--- config.mk ---
export PLATFORM = sky130hd
export DESIGN_NAME = seg_afterglow_pwm
export DESIGN_NICKNAME = d
export VERILOG_FILES = /design/src/rtl/seg_fade_pkg.sv /design/src/rtl/seg_fade_cell.sv /design/src/rtl/seg_afterglow_pwm.sv
export SDC_FILE = /design/constraint.sdc
export NUM_CORES = 1
export LEC_CHECK = 0
export ABC_AREA = 1
export BUFFER_PORTS_ARGS = -buffer_cell sky130_fd_sc_hd__buf_2
export CORE_MARGIN = 2
export CORE_UTILIZATION = 50
export CTS_CLUSTER_DIAMETER = 100
export DETAILED_ROUTE_END_ITERATION = 12
export PLACE_DENSITY = 0.67
export SYNTH_ARGS = -nofsm -noshare
export SYNTH_HDL_FRONTEND = slang
export SYNTH_HIERARCHICAL = 1
export SYNTH_SLANG_ARGS = --single-unit
--- constraint.sdc ---
create_clock -name clk -period 7.38 [get_ports clk]
set_clock_uncertainty 0.15 [all_clocks]
set_input_delay 0.738 -clock clk [delete_from_list [all_inputs] [get_ports clk]]
set_output_delay 0.738 -clock clk [all_outputs]
set_load 0.005 [all_outputs]
--- src/rtl/seg_fade_pkg.sv ---
// Shared constants and helpers for the segment afterglow fader.
package seg_fade_pkg;

    localparam int unsigned LVL_W      = 4;
    localparam int unsigned LVL_MAX    = (1 << LVL_W) - 1;
    localparam int unsigned DECAY_STEP = 2;
    localparam int unsigned SEG_DP_IDX = 7;

    // Saturating decrement: never wraps below zero.
    function automatic int unsigned sat_dec(input int unsigned level,
                                            input int unsigned step);
        return (level > step) ? (level - step) : 0;
    endfunction

endpackage

--- src/rtl/seg_fade_cell.sv ---
// One segment lane: brightness level with reload / decay / clear, plus PWM compare.
module seg_fade_cell #(
    parameter int unsigned LVL_W      = seg_fade_pkg::LVL_W,
    parameter int unsigned DECAY_STEP = seg_fade_pkg::DECAY_STEP
) (
    input  logic             clk,
    input  logic             rst_n,
    input  logic             i_seg,
    input  logic             i_en,
    input  logic             i_tick,
    input  logic [LVL_W-1:0] i_pwm,
    output logic             o_raw
);
    import seg_fade_pkg::*;

    localparam logic [LVL_W-1:0] L_MAX = '1;

    logic [LVL_W-1:0] r_lvl;

    // Level update: disable clears, a lit segment reloads (beats decay), tick decays.
    always_ff @(posedge clk or negedge rst_n) begin
        if (!rst_n) begin
            r_lvl <= '0;
        end else if (!i_en) begin
            r_lvl <= '0;
        end else if (i_seg) begin
            r_lvl <= L_MAX;
        end else if (i_tick) begin
            r_lvl <= LVL_W'(sat_dec(32'(r_lvl), DECAY_STEP));
        end
    end

    // Compare is gated by the enable so dropping fade_en silences the glow
    // in the same cycle, before the cleared level has been registered.
    assign o_raw = i_seg | (i_en & (r_lvl > i_pwm));

endmodule

--- src/rtl/seg_afterglow_pwm.sv ---
// Segment afterglow: lit segments fade out over several decay ticks via per-segment PWM.
module seg_afterglow_pwm #(
    parameter int unsigned LVL_W       = seg_fade_pkg::LVL_W,
    parameter int unsigned DECAY_DIV_W = 16,
    parameter int unsigned DECAY_STEP  = seg_fade_pkg::DECAY_STEP,
    parameter logic [7:0]  FADE_MASK   = 8'h7F,
    parameter bit          ACTIVE_LOW  = 1'b0
) (
    input  logic       clk,
    input  logic       rst_n,
    input  logic [7:0] seg_in,
    input  logic       fade_en,
    output logic [7:0] seg_out,
    output logic       decay_tick
);
    import seg_fade_pkg::*;

    localparam logic [7:0] OUT_RST = {8{ACTIVE_LOW}};

    logic [DECAY_DIV_W-1:0] r_presc;
    logic [LVL_W-1:0]       r_pwm;
    logic [7:0]             r_seg;
    logic [7:0]             w_raw;
    logic                   w_tick;

    // Free-running decay prescaler.
    always_ff @(posedge clk or negedge rst_n) begin
        if (!rst_n) begin
            r_presc <= '0;
        end else begin
            r_presc <= r_presc + 1'b1;
        end
    end

    // Shared PWM phase counter.
    always_ff @(posedge clk or negedge rst_n) begin
        if (!rst_n) begin
            r_pwm <= '0;
        end else begin
            r_pwm <= r_pwm + 1'b1;
        end
    end

    assign w_tick     = &r_presc;
    assign decay_tick = w_tick;

    for (genvar g = 0; g < 8; g++) begin : g_cell
        seg_fade_cell #(
            .LVL_W      (LVL_W),
            .DECAY_STEP (DECAY_STEP)
        ) u_cell (
            .clk    (clk),
            .rst_n  (rst_n),
            .i_seg  (seg_in[g]),
            .i_en   (fade_en & FADE_MASK[g]),
            .i_tick (w_tick),
            .i_pwm  (r_pwm),
            .o_raw  (w_raw[g])
        );
    end

    // Registered pad drive with optional common-anode inversion.
    always_ff @(posedge clk or negedge rst_n) begin
        if (!rst_n) begin
            r_seg <= OUT_RST;
        end else begin
            r_seg <= w_raw ^ OUT_RST;
        end
    end

    assign seg_out = r_seg;

endmodule

=== After elaboration in Yosys (flattened, before gate mapping) ===
Index checks and enable logic that the tools add are counted.

* Add/subtract/negate cells: 9
* $lt $le $gt $ge: 14
* Eq/ne operators: 7
* Muxes and demuxes: 28
* Bitwise operators: 14
* Reductions and logical operators: 1

{| class="wikitable"
|+ Operators with widths
! kind !! count
|-
| 4-bit two-way mux || 28
|-
| 4-bit by 2-bit greater-than comparator with 1-bit output (second input constant) || 7
|-
| 4-bit greater-than comparator || 7
|-
| 4-bit by 2-bit subtractor with 4-bit output (second input constant) || 7
|-
| 3-bit by 2-bit inequality test with 1-bit output (second input constant) || 7
|-
| 16-bit by 1-bit adder with 16-bit output (second input constant) || 1
|-
| 16-bit AND reduction || 1
|-
| 1-bit bitwise AND || 7
|-
| 1-bit bitwise OR || 7
|-
| 4-bit by 1-bit adder with 4-bit output (second input constant) || 1
|}

* Register bits: 56
* Bits of input ports: 11
* Output and inout bits: 9
* Logic and storage cells: 83

=== Longest topological paths before layout ===
Gate-level depths: netlist of the first run.

* Depth after elaboration: 5
* Depth in mapped cells: 9
* Mapped depth without buffers: 9

=== Cells and area by module ===
The synthesis of the first run kept the hierarchy.

{| class="wikitable"
|+ By module, submodules not included
! module !! times used !! cells each !! area each (sq um) !! sequential area each (sq um)
|-
| seg_fade_cell || 8 || 60 || 369.1 || 100.1
|-
| seg_afterglow_pwm || 1 || 110 || 1156.1 || 700.7
|}

=== Worst setup path before layout of the first run ===
OpenSTA, ideal clock, no wires.

* Path type: reg-to-output
* Start point: reg r_presc[0]
* End point: out decay_tick
* Data arrival time: 1828 ps
* Required time: 6492 ps
* Slack: 4664 ps
* Stages on the path, launching flop included: 6
* Buffers on the path: 0
* Cell sequence: dfrtp_1 ha_1 nand3_2 inv_2 nand3_1 nor3_2

* Cells in the longest elaborated chain, start to end: 1

{| class="wikitable"
|+ Ends and longest elaborated chain
! item !! RTL line !! source
|-
| from (decl) || seg_afterglow_pwm.sv:20 || <nowiki>logic [DECAY_DIV_W-1:0] r_presc;</nowiki>
|-
| from (signal assigned) || seg_afterglow_pwm.sv:31 || <nowiki>r_presc <= r_presc + 1'b1;</nowiki>
|-
| 16-bit AND reduction || seg_afterglow_pwm.sv:44 || <nowiki>assign w_tick = &r_presc;</nowiki>
|-
| to (decl) || seg_afterglow_pwm.sv:14 || <nowiki>output logic decay_tick</nowiki>
|}

Every way passes these cells.

=== Worst setup path after layout of the first run ===
* Start point: reg r_presc[1]
* End point: out decay_tick

Same word-level chain as after synthesis.

==> results of run 1 <==
[flip-flops by register name, summed over array words and instances (netlist names)]
name,count
g_cell.u_cell/r_lvl,32
seg_out,8
r_presc,16
r_pwm,4
[power by group through the flow]
stage / sequential, mW / clock, mW / combinational (mW)
floorplan: 0.369 / 0 / 0.107
global placement: 0.373 / 0 / 0.138
finish: 0.367 / 0.292 / 0.143
CTS: 0.368 / 0.302 / 0.145
global route: 0.370 / 0.319 / 0.176
detailed placement: 0.374 / 0 / 0.144
[metal layers]
layer / up-vias / share of wire (%) / GRT usage (%)
li1: 1830 / - / -
met3: 11 / 2.5 / 4.23
met5: - / 0 / 0
met4: 0 / 1.7 / 7.61
met2: 39 / 49 / 33.2
met1: 1540 / 47 / 23.5
[how the worst min path moves through the flow]
stage	to	slack, ps	cells after the start
detailed placement	r_presc[6]	340	1
global placement	r_presc[0]	330	1
floorplan	g_cell[0].u_cell/r_lvl[0]	290	0
global route	r_presc[6]	380	1
finish	r_presc[7]	350	1
CTS	r_presc[6]	350	1
[final cells by class]
cell class | instances | area (sq um)
fill | 807 | 3540
multi-input combinational | 401 | 2130
sequential | 60 | 1500
inverter | 130 | 488
clock buffer | 11 | 141
tap | 105 | 131
timing repair buffer | 21 | 110
clock inverter | 4 | 50.0
[cell usage in the layout (no fill, tap or decap), drive strengths merged]
master	n
nand2	238
inv	129
dfrtp	60
nor2	47
ha	42
buf	21
o21ai	19
a21oi	16
nand3	15
clkbuf	11
nor3	9
xnor2	5
xor2	4
nand4	3
clkinvlp	2
conb	2
clkinv	2
nand3b	1
bufinv	1
[per-stage QoR]
| step | setup WS (ps) | power [mW] | util (%) | instance area, sq um | cells |
|---|---|---|---|---|---|
| 2_1_floorplan | 4660 | 0.476 | - | 4110 | 591 |
| 4_1_cts | 4540 | 0.815 | 56.2 | 4550 | 732 |
| 3_3_place_gp | 4950 | 0.511 | 53.9 | 4360 | 717 |
| 5_1_grt | 4400 | 0.866 | 56.2 | 4550 | 732 |
| 6_report | 4550 | 0.802 | 56.2 | 4550 | 732 |
| 3_5_place_dp | 4910 | 0.518 | 53.9 | 4360 | 717 |
[logic make-up after synthesis]
group	synth area share (%)
buffers and inverters	11.9
other	0.0913
adder cells (fa/ha/maj)	12.8
AO/OA/AOI/OAI	4.26
flip-flops	36.5
XOR/XNOR	1.92
AND/OR/NAND/NOR	32.5
[worst max-delay path, cell delays in order, from the launching register on]
cell and delay [ps]:
dfrtp_1 370, ha_1 200, nand3_2 130, inv_2 100, nand3_1 140, nor3_4 130
buf_4 340, buf_2 180
==> flow_summary.json, run 1 <==
{
  "area_growth_pct": 10.8,
  "async_flop_share_pct": 100,
  "num_vias": 3420,
  "ys_seq_elements": 60,
  "synth_top_area_share_pct": 36.5,
  "setup_tns_ps": 0,
  "wl_um": 7660,
  "diodes": 0,
  "coreArea_sq_mm": 0.00809,
  "seq_area_frac_synth_pct": 36.5,
  "grt.overflow.total": 0,
  "tightest_slew_ps": 765,
  "switching_share_pct": 29.3,
  "num_rows": 33,
  "avgSynthCellArea_sq_um": 6.96,
  "yosys-top-cells-count": "nand2_1, inv_1, dfrtp_1, ha_1, nor2_1",
  "first_iter_violations": 108,
  "clkSlewWorstSetupHoldPaths_ps": 60,
  "crit_start": "r_presc[1]",
  "post-dp-hpwl_um": 5580,
  "slew_viol_final": 0,
  "drive_above_1_share_pct": 10.5,
  "cts_made_buffers": 9,
  "r2r-end": "g_cell[1].u_cell/r_lvl[1]",
  "io_buffer_count": 19,
  "grt_pass1_vias": 3259,
  "h-tree-depth": 3,
  "synthCells": 590,
  "holdCritStartpoint": "r_presc[7]",
  "rsz0062_at_grt": "false",
  "synth_most_common_cell": "nand2_1",
  "p_seq_share_pct": 45.8,
  "hold_class": "reg2reg",
  "cp_max_fo": 25,
  "antenna_found_initial": 0,
  "clk_latency_ps": 330,
  "intPower_mw": 0.567,
  "arrival_ps": 1940,
  "grt_first_pass_wirelength_um": 13700,
  "postCtsSetupBuffers": 0,
  "grt_start_max_net_pins": 61,
  "clkSinkCount": 60,
  "synth_ff_type": "dfrtp_1",
  "p_sw_mw": 0.235,
  "synth-edff-count": 0,
  "ys_warn_count": 6,
  "clockBufferDepth": 2,
  "dr.pass1.iters": 4,
  "vias_per_cell": 4.67,
  "cap_violations": 0,
  "ctsHoldBuffers": 0,
  "clockRootBuffer": "clkbuf_8",
  "worst_hold_slack_ps": 347,
  "die-area_sq_mm": 0.00896,
  "drcViolationCount": 0,
  "die_w_um": 94.7,
  "ant_nets": 0,
  "worst_setup_path_end_kind": "primary output",
  "fp.dieH_um": 94.7,
  "final.period_utilization_pct": 38.3,
  "start_util_pct": 50.8,
  "r2r-start": "r_presc[1]",
  "start_kind": "flip-flop",
  "max-slew-margin-rel_pct": 49.0,
  "netlist_area_sq_mm": 0.00411,
  "synth_area_leaders": "dfrtp_1, nand2_1, ha_1",
  "hold_violations": 0,
  "total_leakage_power_nw": 2.59,
  "wl_per_cell_um": 10.5,
  "crit_type": "reg2out",
  "status": "completed",
  "fin_crit_ps": 2830,
  "num_io_pins": 20,
  "num-nets-final": 676,
  "critPathRequiredTime_ps": 6490,
  "reg2reg_slack_ps": 5410,
  "max_freq_mhz": 354,
  "grt_usage_pct": 19.3,
  "cp-endpoint": "decay_tick",
  "setup_viol": 0,
  "cts_resized": 0,
  "power_frac_clock_pct": 36.4,
  "comb_power_share_pct": 17.8,
  "cts_tree": "yes",
  "irDropWorstVdd_uv": 75.1,
  "synth_cell_type_count": 21,
  "reg2reg_depth": 10,
  "gp_congestion": 0.853,
  "power_density_mw_per_mm2": 176,
  "yosysTopAreaCell": "dfrtp_1"
}
Note: power is estimated with default switching activity, not from simulation.
==> run 2, diff against run 1 <==
--- a/config.mk
+++ b/config.mk
@@ -5,7 +5,7 @@
 export SDC_FILE = /design/constraint.sdc
 export NUM_CORES = 1
 export LEC_CHECK = 0
-export ABC_AREA = 1
+export ABC_AREA = 0
 export BUFFER_PORTS_ARGS = -buffer_cell sky130_fd_sc_hd__buf_2
 export CORE_MARGIN = 2
 export CORE_UTILIZATION = 50
==> constraint.sdc (replaced) <==
create_clock -name clk -period 2.9 [get_ports clk]
set_clock_uncertainty 0.15 [all_clocks]
set_input_delay 0.29 -clock clk [delete_from_list [all_inputs] [get_ports clk]]
set_output_delay 0.29 -clock clk [all_outputs]
set_load 0.005 [all_outputs]
==> flow_summary.json, run 2 <==
{
  "synth-edff-count": 0,
  "dp.cells": 468,
  "max-slew-margin-rel_pct": 53.8,
  "irDropWorstVdd_uv": 236,
  "switching_share_pct": 25.4,
  "rsz0062_at_grt": "false",
  "synth_cell_type_count": 31,
  "setup_tns_ps": 0,
  "ys_warn_count": 6,
  "grt_first_pass_wirelength_um": 11200,
  "coreArea_sq_mm": 0.00687,
  "io_buffer_count": 19,
  "wl_per_cell_um": 13.5,
  "cts_resized": 0,
  "die-area_sq_mm": 0.00784,
  "place_area_sq_mm": 0.00385,
  "power_density_mw_per_mm2": 447,
  "crit_type": "reg2out",
  "dp_slack_ps": 702,
  "worst_setup_path_end_kind": "primary output",
  "seq_area_frac_synth_pct": 42.0,
  "yosys-top-cells-count": "dfrtp_1, inv_1, ha_1, a21oi_1, nor2_1",
  "largest-register": "g_cell.u_cell/r_lvl",
  "avgSynthCellArea_sq_um": 10.3,
  "dr.pass1.iters": 4,
  "async_flop_share_pct": 100,
  "grt_pass1_vias": 2540,
  "ys_seq_elements": 60,
  "cap_violations": 0,
  "design_area_sq_mm": 0.00404,
  "start_util_pct": 52.0,
  "die_w_um": 88.5,
  "num_io_pins": 20,
  "final_cell_mix": "dfrtp_1, inv_1, ha_1",
  "clkSlewWorstSetupHoldPaths_ps": 60,
  "first_iter_violations": 91,
  "power_mw": 1.81,
  "intPower_mw": 1.35,
  "status": "completed",
  "ant_nets": 0,
  "netlist_area_sq_mm": 0.00357,
  "max_freq_mhz": 432,
  "power_frac_clock_pct": 36.9,
  "num_vias": 2567,
  "yosysTopAreaCell": "dfrtp_1",
  "utilization_pct": 58.8,
  "area_growth_pct": 13.1,
  "clockRootBuffer": "clkbuf_8",
  "vias_per_cell": 5.31,
  "setup_viol": 0,
  "clk_latency_ps": 320,
  "gp_congestion": 0.774,
  "drive_above_1_share_pct": 14.0,
  "comb_power_share_pct": 12.3,
  "slew_viol_final": 0,
  "grt_start_max_net_pins": 50,
  "stdcell_count": 483,
  "wl_um": 6520,
  "clockBufferDepth": 2,
  "hold_class": "in2reg",
  "hold_violations": 0,
  "fin_crit_ps": 2310,
  "cts_made_buffers": 9,
  "synth_area_leaders": "dfrtp_1, ha_1, inv_1",
  "synth_ff_type": "dfrtp_1",
  "grt_usage_pct": 18.5,
  "h-tree-depth": 3,
  "tightest_slew_ps": 693,
  "clkSinkCount": 60,
  "num_rows": 30,
  "cp_max_fo": 49,
  "synthCells": 347,
  "largest_reg_flops": 32,
  "setup_ws_ps": 587,
  "grt.overflow.total": 0,
  "fp.dieH_um": 88.5,
  "drcViolationCount": 0,
  "worst_hold_slack_ps": 124,
  "cts_tree": "yes",
  "arrival_ps": 1870,
  "synth_most_common_cell": "dfrtp_1",
  "start_kind": "flip-flop",
  "diodes": 0,
  "total_leakage_power_nw": 1.88,
  "num-nets-final": 437,
  "p_sw_mw": 0.459,
  "p_seq_share_pct": 50.8,
  "antenna_found_initial": 0,
  "final.period_utilization_pct": 79.7,
  "synth_top_area_share_pct": 42.0,
  "final_common_cell": "dfrtp_1",
  "post-dp-hpwl_um": 4530,
  "critPathRequiredTime_ps": 2460
}
==> run 2: cell count changes after synthesis, moves of 13 or more <==
cell / before / now
a21oi_1: 16 / 32
nor2_1: 32 / 19
inv_1: 128 / 52
o31a_1: 0 / 16
nand2_1: 233 / 12
o21ai_1: 19 / 0
==> run 2: what timing repair did <==
item / 4_1_cts / 5_1_grt
setup endpoints to repair: 0 / 0
buffers inserted: 0 / 0
hold buffers: 1 / 0
hold endpoints to repair: 23 / 0
==> run 2: layout make-up <==
| type | instances | area, sq um |
|---|---|---|
| Timing Repair Buffer | 22 | 145 |
| Tap cell | 96 | 120 |
| Inverter | 52 | 195 |
| Multi-Input combinational cell | 239 | 1900 |
| Fill cell | 585 | 2830 |
| Clock buffer | 12 | 165 |
| Clock inverter | 2 | 10.0 |
| Sequential cell | 60 | 1500 |
==> run 2: layer usage <==
layer	vias up	part of all wire [%]	global-route usage, %
met4	0	1.1	7.99
li1	1310	-	-
met2	24	49	31.9
met3	5	2.5	3.08
met1	1228	48	23.0
met5	-	0	0
==> run 2: worst paths after layout <==
kind | cells past startpoint | slack [ps] | endpoint | start
worst max register to register | 8 | 690 | g_cell[5].u_cell/r_lvl[3] | r_presc[0]
worst min register to register | 1 | 290 | r_presc[0] | r_presc[0]
max in group asynchronous | 3 | 1660 | seg_out[2] | rst_n
worst min-delay path | 2 | 120 | g_cell[2].u_cell/r_lvl[0] | seg_in[2]
worst max-delay path | 6 | 590 | decay_tick | r_presc[0]
min in group asynchronous | 2 | 340 | seg_out[1] | rst_n
==> run 2: critical path, stage by stage (launching register included) <==
cell,delay [ps]
dfrtp_1,360
ha_1,170
and2_1,210
nand4_4,170
nor3_4,230
buf_12,240
buf_2,150
==> run 2: power groups by stage <==
stage	Combinational (mW)	Sequential, mW	Clock (mW)
2_1_floorplan	0.139	0.926	0
3_3_place_gp	0.214	0.932	0
3_5_place_dp	0.225	0.933	0
4_1_cts	0.227	0.917	0.693
5_1_grt	0.259	0.923	0.734
6_report	0.223	0.918	0.667
==> run 2: cells by family (layout without fill, tap and decap cells) <==
logic type | count (synthesis) | after routing | synth area share, %
XOR/XNOR | 16 | 16 | 4.13
buffers and inverters | 52 | 88 | 5.46
other | 1 | 5 | 0.105
AO/OA/AOI/OAI | 96 | 96 | 20.2
AND/OR/NAND/NOR | 80 | 80 | 13.4
flip-flops | 60 | 60 | 42.0
adder cells (fa/ha/maj) | 42 | 42 | 14.7
==> run 3, diff against run 2 <==
==> constraint.sdc (replaced) <==
create_clock -name clk -period 2.4 [get_ports clk]
set_clock_uncertainty 0.15 [all_clocks]
set_input_delay 0.24 -clock clk [delete_from_list [all_inputs] [get_ports clk]]
set_output_delay 0.24 -clock clk [all_outputs]
set_load 0.005 [all_outputs]
==> flow_summary.json, run 3 (synthesis results as in run 2) <==
{
  "start_util_pct": 52.0,
  "wl_um": 6370,
  "h-tree-depth": 3,
  "cp_top_family": "simple AND/OR/NAND/NOR gates",
  "crit_type": "reg2out",
  "dr.pass1.iters": 4,
  "ctsHoldBuffers": 1,
  "fp.dieH_um": 88.5,
  "clkSlewWorstSetupHoldPaths_ps": 60,
  "intPower_mw": 1.63,
  "antenna_found_initial": 0,
  "crit_start": "r_presc[0]",
  "postCtsSetupBuffers": 0,
  "cap_violations": 0,
  "max-slew-margin-rel_pct": 50.5,
  "status": "completed",
  "die-area_sq_mm": 0.00784,
  "slowest_delay_ps": 380,
  "comb_power_share_pct": 12.0,
  "critPathRequiredTime_ps": 2010,
  "grt_usage_pct": 18.1,
  "power_density_mw_per_mm2": 537,
  "fillers": 597,
  "clk_latency_ps": 330,
  "fin_crit_ps": 2260,
  "timing.critical_path.cells": "ha_1 -> and2_4 -> nand4_4 -> nor3_4 -> buf_12 -> buf_2",
  "cts_tree": "yes",
  "num_vias": 2560,
  "clockRootBuffer": "clkbuf_8",
  "num_io_pins": 20,
  "final_common_cell": "dfrtp_1",
  "total_leakage_power_nw": 1.88,
  "tightest_slew_ps": 743,
  "power_mw": 2.17,
  "clockBufferDepth": 2,
  "num_rows": 30,
  "holdCritStartpoint": "seg_in[5]",
  "worst_setup_path_end_kind": "primary output",
  "ant_nets": 0,
  "r2r-start": "r_presc[0]",
  "final_cell_mix": "dfrtp_1, inv_1, ha_1",
  "worst_hold_slack_ps": 62.8,
  "switching_share_pct": 25.1,
  "power_frac_clock_pct": 36.9,
  "drive_above_1_share_pct": 14.2,
  "grt_first_pass_wirelength_um": 11000,
  "slew_viol_final": 0,
  "area_growth_pct": 13.0,
  "critical_path_buf_inv_count": 2,
  "die_w_um": 88.5,
  "cp_max_fo": 49,
  "hold_violations": 0,
  "rsz0062_at_grt": "false",
  "start_kind": "flip-flop",
  "max_freq_mhz": 442,
  "cpMaxStageDelayCell": "dfrtp_1",
  "grt.overflow.total": 0,
  "diodes": 0,
  "clkSinkCount": 60,
  "final.period_utilization_pct": 94.3,
  "utilization_pct": 58.8,
  "hold_class": "in2reg",
  "arrival_ps": 1870,
  "cts_made_buffers": 9,
  "post-dp-hpwl_um": 4230,
  "grt_pass1_vias": 2467,
  "wl_per_cell_um": 13.2,
  "cts_resized": 0,
  "vias_per_cell": 5.30,
  "p_sw_mw": 0.545,
  "irDropWorstVdd_uv": 314,
  "io_buffer_count": 19,
  "largest_reg_flops": 32,
  "largest-register": "g_cell.u_cell/r_lvl",
  "gp_congestion": 0.786,
  "grt_start_max_net_pins": 61,
  "setup_viol": 0,
  "num-nets-final": 437,
  "drcViolationCount": 0,
  "p_seq_share_pct": 51.1,
  "coreArea_sq_mm": 0.00687,
  "first_iter_violations": 121
}
-- run 3: cell count changes in the layout (fill, tap and decap cells not counted) --
| cell | previous run | this run |
|---|---|---|
| nand4_2 | 1 | 0 |
| buf_4 | 0 | 1 |
| nand4_4 | 2 | 3 |
| and2_1 | 1 | 0 |
| buf_12 | 2 | 1 |
| and2_4 | 0 | 1 |
-- run 3: routing by layer --
layer  wire length, um  GRT usage, %  share of wire [%]  vias to the layer above
met5                 0             0                  0                        -
met4                92          7.99                1.4                        0
met3               171          3.17                2.7                        8
met2              2940          29.1                 46                       34
met1              3170          24.1                 50                     1211
li1                  -             -                  -                     1307
-- run 3: final cells by class --
| type | instances | area [sq um] | area share (%) |
|---|---|---|---|
| Clock buffer | 12 | 165 | 4.09 |
| Inverter | 52 | 195 | 4.83 |
| Clock inverter | 2 | 10.0 | 0.248 |
| Tap cell | 96 | 120 | 2.97 |
| Timing Repair Buffer | 22 | 133 | 3.28 |
| Multi-Input combinational cell | 239 | 1910 | 47.4 |
| Sequential cell | 60 | 1500 | 37.2 |
-- run 3: worst paths after layout --
check / endpoint / slack [ps] / cells past startpoint
worst max-delay path: decay_tick / 140 / 6
worst min-delay path: g_cell[5].u_cell/r_lvl[0] / 60 / 2
worst max register to register: g_cell[6].u_cell/r_lvl[3] / 250 / 8
worst min register to register: r_presc[0] / 310 / 1
max in group asynchronous: seg_out[5] / 1160 / 3
min in group asynchronous: g_cell[7].u_cell/r_lvl[3] / 450 / 3
-- run 3: worst reg2reg max path, stage by stage, from the launching register on --
cell and delay, ps:
dfrtp_1 380, ha_1 210, and2_4 180, nand4_4 170, nor3_4 190, buf_12 240
nand2_1 110, or3_1 310, a21boi_1 130
-- run 3: metrics by stage --
stage	cell area [sq um]	cells	TNS (ps)	worst slack (ps)
final	4040	483	0	137
after global routing	4040	483	0	54.7
after CTS	4040	483	0	121
after detailed placement	3850	468	0	301
after global placement	3850	468	0	385
after floorplan	3610	351	-721	-103
-- run 3: power by group through the flow --
stage	clock network, mW	registers, mW	logic, mW
after floorplan	0	1.12	0.168
after global placement	0	1.13	0.256
after detailed placement	0	1.13	0.263
after CTS	0.835	1.11	0.265
after global routing	0.886	1.12	0.308
final	0.800	1.11	0.262
